`src/rtl/seq_stream_ctrl.sv`:
```
// seq_stream_ctrl: frame controller in front of a bit-serial sequence detector.
// Serializes words MSB-first, clears the detector per frame and returns the frame's hit count.
module seq_stream_ctrl #(
    parameter int W       = 8,
    parameter int HIT_LAT = 1,
    parameter int CNT_W   = 4
) (
    input  logic             clk,
    input  logic             rst,
    input  logic [W-1:0]     s_data,
    input  logic             s_last,
    input  logic             s_valid,
    output logic             s_ready,
    output logic             ser_bit,
    output logic             ser_en,
    output logic             det_clr,
    input  logic             det_hit,
    output logic [CNT_W-1:0] res_cnt,
    output logic             res_sat,
    output logic             res_valid,
    input  logic             res_ready,
    output logic             busy
);
    localparam int IDX_W = $clog2(W);
    localparam logic [1:0] DRAIN_INIT = (HIT_LAT > 0) ? 2'(HIT_LAT - 1) : 2'd0;

    typedef enum logic [2:0] {
        ST_IDLE, ST_CLEAR, ST_SHIFT, ST_WAIT, ST_DRAIN, ST_REPORT
    } state_t;

    state_t             state_q, state_d;
    logic [W-1:0]       shreg_q, shreg_d;
    logic               last_q, last_d;
    logic [IDX_W-1:0]   idx_q, idx_d;
    logic [1:0]         drain_q, drain_d;
    logic [CNT_W-1:0]   cnt_q, cnt_d;
    logic               sat_q, sat_d;
    logic               hit_qual;
    logic               bit0;
    logic               load;

    assign bit0 = (idx_q == '0);
    assign load = s_ready && s_valid;

    // det_hit only counts on the cycle that answers a bit actually fed to the detector.
    generate
        if (HIT_LAT == 0) begin : g_no_pipe
            assign hit_qual = ser_en;
        end else begin : g_pipe
            logic [HIT_LAT-1:0] pipe_q, pipe_d;
            always_comb begin
                pipe_d    = pipe_q << 1;
                pipe_d[0] = ser_en;
            end
            always_ff @(posedge clk or posedge rst) begin
                if (rst) pipe_q <= '0;
                else     pipe_q <= pipe_d;
            end
            assign hit_qual = pipe_q[HIT_LAT-1];
        end
    endgenerate

    always_ff @(posedge clk or posedge rst) begin
        if (rst) begin
            state_q <= ST_IDLE;
            shreg_q <= '0;
            last_q  <= 1'b0;
            idx_q   <= '0;
            drain_q <= '0;
            cnt_q   <= '0;
            sat_q   <= 1'b0;
        end else begin
            state_q <= state_d;
            shreg_q <= shreg_d;
            last_q  <= last_d;
            idx_q   <= idx_d;
            drain_q <= drain_d;
            cnt_q   <= cnt_d;
            sat_q   <= sat_d;
        end
    end

    always_comb begin
        state_d = state_q;
        case (state_q)
            ST_IDLE:   if (s_valid) state_d = ST_CLEAR;
            ST_CLEAR:  state_d = ST_SHIFT;
            ST_SHIFT: begin
                if (bit0) begin
                    if (last_q)        state_d = (HIT_LAT == 0) ? ST_REPORT : ST_DRAIN;
                    else if (!s_valid) state_d = ST_WAIT;
                end
            end
            ST_WAIT:   if (s_valid) state_d = ST_SHIFT;
            ST_DRAIN:  if (drain_q == '0) state_d = ST_REPORT;
            ST_REPORT: if (res_ready) state_d = ST_IDLE;
            default:   state_d = ST_IDLE;
        endcase
    end

    always_comb begin
        s_ready   = 1'b0;
        ser_en    = 1'b0;
        ser_bit   = 1'b0;
        det_clr   = 1'b0;
        res_valid = 1'b0;
        busy      = (state_q != ST_IDLE);
        case (state_q)
            ST_IDLE:   s_ready = 1'b1;
            ST_CLEAR:  det_clr = 1'b1;
            ST_SHIFT: begin
                ser_en  = 1'b1;
                ser_bit = shreg_q[W-1];
                s_ready = bit0 && !last_q;
            end
            ST_WAIT:   s_ready = 1'b1;
            ST_REPORT: res_valid = 1'b1;
            default: ;
        endcase
    end

    assign res_cnt = cnt_q;
    assign res_sat = sat_q;

    always_comb begin
        shreg_d = shreg_q;
        last_d  = last_q;
        idx_d   = idx_q;
        drain_d = drain_q;
        cnt_d   = cnt_q;
        sat_d   = sat_q;
        if (load) begin
            shreg_d = s_data;
            last_d  = s_last;
            idx_d   = IDX_W'(W - 1);
        end else if (ser_en) begin
            shreg_d = shreg_q << 1;
            idx_d   = idx_q - 1'b1;
        end
        if (state_q == ST_SHIFT && bit0 && last_q)
            drain_d = DRAIN_INIT;
        else if (state_q == ST_DRAIN)
            drain_d = drain_q - 1'b1;
        if (state_q == ST_CLEAR) begin
            cnt_d = '0;
            sat_d = 1'b0;
        end else if (hit_qual && det_hit) begin
            if (&cnt_q) sat_d = 1'b1;
            else        cnt_d = cnt_q + 1'b1;
        end
    end
endmodule

```
`config.mk`:
```
export PLATFORM = sky130hd
export DESIGN_NAME = seq_stream_ctrl
export DESIGN_NICKNAME = d
export VERILOG_FILES = /design/src/rtl/seq_stream_ctrl.sv
export SDC_FILE = /design/constraint.sdc
export NUM_CORES = 1
export LEC_CHECK = 0
export CELL_PAD_IN_SITES_DETAIL_PLACEMENT = 1
export CELL_PAD_IN_SITES_GLOBAL_PLACEMENT = 2
export CORE_MARGIN = 1.5
export CORE_UTILIZATION = 35
export DETAILED_ROUTE_END_ITERATION = 16
export PLACE_DENSITY_LB_ADDON = 0.1
export SETUP_SLACK_MARGIN = 0.05
export SLEW_MARGIN = 10
export SYNTH_ARGS = -nofsm -noshare
export SYNTH_HDL_FRONTEND = slang
export SYNTH_SLANG_ARGS = --single-unit
```
`constraint.sdc`:
```
create_clock -name clk -period 3.9 [get_ports clk]
set_clock_uncertainty 0.2 [all_clocks]
set_input_delay 0.39 -clock clk [delete_from_list [all_inputs] [get_ports clk]]
set_output_delay 0.39 -clock clk [all_outputs]
set_load 0.005 [all_outputs]
```
### Yosys cells after proc, flatten, opt, wreduce, memory -nomap -nowiden

Cells that the tools add are included.

* register bits: 23
* input bits: 14
* output and inout port bits: 11
* word-level logic and storage cells: 67

* $add $sub $neg: 3
* equality and inequality tests: 12
* multiplexer cells: 25
* reductions and logical operators: 19

Operator list (number)
* 2-to-1 mux 3 bit: 9
* case mux 3 bit (6 select lines): 1
* 2-to-1 mux 8 bit: 2
* 2-to-1 mux 4 bit: 3
* != test 2 bit, second input constant: 6
* nonzero test 2 bit: 4
* 2-to-1 mux 1 bit: 7
* equality test 3 x 2 -> 1 bit, second input constant: 2
* equality test 3 bit, second input constant: 2
* zero test 3 bit: 2
* AND reduction 6 bit: 1
* logical AND 1 bit: 5
* adder 4 x 1 -> 4 bit, second input constant: 1
* 2-to-1 mux 2 bit: 2
* AND reduction 2 bit: 2
* AND reduction 4 bit: 1
* equality test 3 x 1 -> 1 bit, second input constant: 1
* != test 3 bit, second input constant: 1
* nonzero test 3 bit: 1
* subtractor 3 x 1 -> 3 bit, second input constant: 1
* zero test 2 bit: 1
* case mux 1 bit (2 select lines): 1
* OR reduction 2 bit: 1
* subtractor 2 x 1 -> 2 bit, second input constant: 1
* zero test 1 bit: 1

### Longest topological paths before layout

* depth after elaboration: 5
* gate-level depth with buffers: 6
* gate-level depth less buffers: 5

### Least setup slack after synthesis

OpenSTA, ideal clock, no wires.

* kind: register -> register
* from: reg state_q[0]
* to: reg shreg_q[3]
* setup time: 0.128 ns
* data arrival time: 1.582 ns
* required time: 3.572 ns
* slack: 1.991 ns
* cell stages (with the launch flop): 6
* path buffers: 2
* clock period less this slack: 1.909 ns
* path through: dfrtp_1 buf_6 nor3b_4 buf_6 mux2_1 mux2_1

* elaborated cells between the ends (all ways): 9
* those cells by class: 2 x eq/ne; 3 x mux; 4 x reduce/logical

RTL lines
* start: declaration: line 31 `state_t state_q, state_d;`
* start signal: assignment: line 73 `state_q <= state_d;`
* equality test 3 x 2 -> 1 bit: line 108 `case (state_q)`
* 2-to-1 mux 1 bit: line 108
* named net ser_en: line 15 `output logic ser_en,`
* nonzero test 2 bit (no line)
* end signal: assignment: line 74 `shreg_q <= shreg_d;`
* end: declaration: line 32 `logic [W-1:0] shreg_q, shreg_d;`

The timed path passes the listed nets, and every way through them passes these cells.
A chain may end at the register's enable or synchronous reset.

### Worst setup path in the final report

* from: reg idx_q[0]
* to: out s_ready

* word-level cells in the longest chain between the ends: 3

Ends and longest elaborated chain
* start: declaration: line 34 `logic [IDX_W-1:0] idx_q, idx_d;`
* start signal: assignment: line 76 `idx_q <= idx_d;`
* zero test 3 bit: line 42 `assign bit0 = (idx_q == '0);`
* logical AND 1 bit: line 114 `s_ready = bit0 && !last_q;`
* case mux 1 bit (2 select lines): line 108
* end: declaration: line 13 `output logic s_ready,`

Every way passes these cells.

==> results.sh <==
export IMPL_leakage_nw=0.667
export IMPL_syn_nets=129
export IMPL_path_clk_slew_ns=0.15
export IMPL_crit_path_max_incr_delay_ns=0.49
export IMPL_crit_reg2reg_launch="idx_q[0]"
export IMPL_cts_tree="built"
export IMPL_clkSinkCount=23
export IMPL_fin_crit_ns=2.62
export IMPL_syn2layout_area_growth_pct=24.0
export IMPL_numCtsBuffers=3
export IMPL_h_tree_depth=1
export IMPL_first_pass_iters=4
export IMPL_grt_pass1_vias=965
export IMPL_fill_cells=408
export IMPL_relSlewSlack_pct=38.9
export IMPL_min_delay_start="drain_q[0]"
export IMPL_fmax_ghz=0.382
export IMPL_syn_area_sq_um=1240
export IMPL_antenna_found_initial=0
export IMPL_clkLatencyLatePin_ns=0.32
export IMPL_cp_top_family="buffers and inverters"
export IMPL_ys_warn_count=0
export IMPL_ir_worst_vdd_mv=0.257
export IMPL_routed_wl_um=2600
export IMPL_slew_viol_final=0
export IMPL_maxCapViolations=0
export IMPL_overflow=0
export IMPL_crit_path_max_fanout=3
export IMPL_synth_distinct_cells=34
export IMPL_post_dp_hpwl_um=1970
export IMPL_netlist_area_leader_share_pct=46.4
export IMPL_drtIter0Drc=16
export IMPL_required_ns=3.31
export IMPL_die_h_um=62.5
export IMPL_cts_resized=0
export IMPL_fin_setup_tns_ns=0
export IMPL_synth_area_leaders="dfrtp_1 46%, mux2_2 10%, mux2_1 5.4%, ha_1 4.0%, a21oi_1 3.2%"
export IMPL_layout_nets=155
export IMPL_status="finished, final reports clean"
export IMPL_synth_area_leader_cell="dfrtp_1"
export IMPL_path_cells="inv_1 > ha_1 > nor3b_1 > o211a_1 > clkdlybuf4s50_1"
export IMPL_whs_ns=0.312
export IMPL_n_antenna_cell=0
export IMPL_finalCritPeriodShare_pct=67.1
export IMPL_final_setup_viol_count=0
export IMPL_synth_edff_count=0
export IMPL_ys_ff_latch=23
export IMPL_pwr_density_cell_nw_per_um2=740
export IMPL_area_sequential_sq_um=576
export IMPL_critPathBufInv=2
export IMPL_grt_use_total_pct=14.2
export IMPL_fp_row_count=21
export IMPL_startpoint_type="register"
export IMPL_critPathLaunch="idx_q[0]"
export IMPL_rsz0062_at_grt="false"
export IMPL_worstMarginPinSlew_ns=0.915
export IMPL_avgSynthCellArea_sq_um=11.2
export IMPL_clock_root_buffer="clkbuf_4"
export IMPL_clk_path_buf_depth=2
export IMPL_grt_start_max_net_pins=24
export IMPL_drcViolationCount=0
export IMPL_port_buffers=24
export IMPL_holdBufCountCts=0
export IMPL_postSynthCellCount=111
export IMPL_hold_class="reg -> reg"
export IMPL_core_area_sq_um=3360
export IMPL_fp_dieArea_sq_um=3910
export IMPL_drive_above_1_share_pct=14.7
export IMPL_cp_end_kind="output port"
export IMPL_ant_nets=0
export IMPL_hold_viol_final=0
export IMPL_die_w_um=62.5
export IMPL_via_per_inst=5.01
export IMPL_cp_slowest_cell="clkdlybuf4s50_1"
export IMPL_async_flop_share_pct=100
export IMPL_synth_flop_cell="dfrtp_1"
export IMPL_synth_most_common_cell="dfrtp_1"
export IMPL_wl_per_cell_um=14.3
export IMPL_yosysSeqAreaShare_pct=46.4
export IMPL_cts_setup_buffers=0
export IMPL_globalplace_congestion=0.722
export IMPL_grt_pass1_wl_um=4460
export IMPL_critical_path_arrival_ns=2.03
export IMPL_vias=911
export IMPL_multi_input_area_sq_um=603
export IMPL_ys_top_cells_by_count="23 x dfrtp_1, 11 x mux2_2, 8 x a21oi_1"
export IMPL_initial_core_util_pct=36.9
export IMPL_utilization_pct=45.7
export IMPL_crit_type="reg -> out"
export IMPL_ios=25
==> path summary, 6_finish.rpt <==
kind	slack, ns	depth (start not counted)	to
min	0.31	1	drain_q[0]
max in group asynchronous	2.58	2	shreg_q[2]
min reg2reg	0.31	1	drain_q[0]
max	1.28	5	s_ready
max reg2reg	1.70	5	shreg_q[4]
min in group asynchronous	0.35	2	res_cnt[0]
==> stage by stage <==
step | cell area, sq um | std cells | power, mW | setup slack (ns)
detailed placement | 1510 | 178 | 1.04 | 1.65
floorplan | 1240 | 111 | 0.844 | 1.99
finish | 1540 | 182 | 1.14 | 1.28
CTS | 1540 | 182 | 1.16 | 1.27
global route | 1540 | 182 | 1.24 | 1.14
global placement | 1510 | 178 | 1.01 | 1.70
==> cell type report <==
cell class | instances | area share [%]
inverters | 7 | 1.71
clock buffers | 3 | 1.46
repair buffers | 25 | 16.1
multi-input cells | 77 | 39.2
well taps | 46 | 3.74
flip-flops and latches | 23 | 37.4
clock inverters | 1 | 0.325
==> registers in the layout, indices dropped and copies added (netlist names) <==
register and cells:
drain_q 2, g_pipe.pipe_q 1, idx_q 3, last_q 1, res_cnt 4, res_sat 1, shreg_q 8, state_q 3
==> cells in the final DEF (no fill, tap or decap), drive strengths merged, types with 2 or more instances in the layout <==
cell,count
clkdlybuf4s50,24
dfrtp,23
mux2,17
a21oi,8
inv,7
nor2,6
o21ai,6
nand2b,6
ha,4
nand2,3
and2,3
clkbuf,3
nor2b,2
o32a,2
nand3b,2
and3,2
or3,2
nor3b,2
==> power breakdown <==
| part | leakage [nW] | total [mW] | internal, mW | switching [mW] |
|---|---|---|---|---|
| sequential | 0.275 | 0.434 | 0.347 | 0.0869 |
| combinational | 0.374 | 0.589 | 0.351 | 0.237 |
| clock | 0.0177 | 0.116 | 0.0383 | 0.0772 |
==> metal layers <==
| layer | vias to the layer above | global-route usage [%] | wire length, um |
|---|---|---|---|
| met5 | - | 0 | 0 |
| met4 | 0 | 3.33 | 13 |
| met3 | 2 | 2.34 | 76 |
| met2 | 18 | 25.7 | 1310 |
| met1 | 452 | 17.6 | 1200 |
| li1 | 439 | - | - |
==> cell families after synthesis <==
group / synth area share [%]
and+or+nand+nor: 15.9
AOI/OAI and AO/OA: 11.7
DFF: 46.4
adders and majority gates: 4.04
muxes: 16.2
xor gates and xnor gates: 0.706
buffers and inverters: 4.94
No activity file was read; power rests on OpenSTA's default activity.
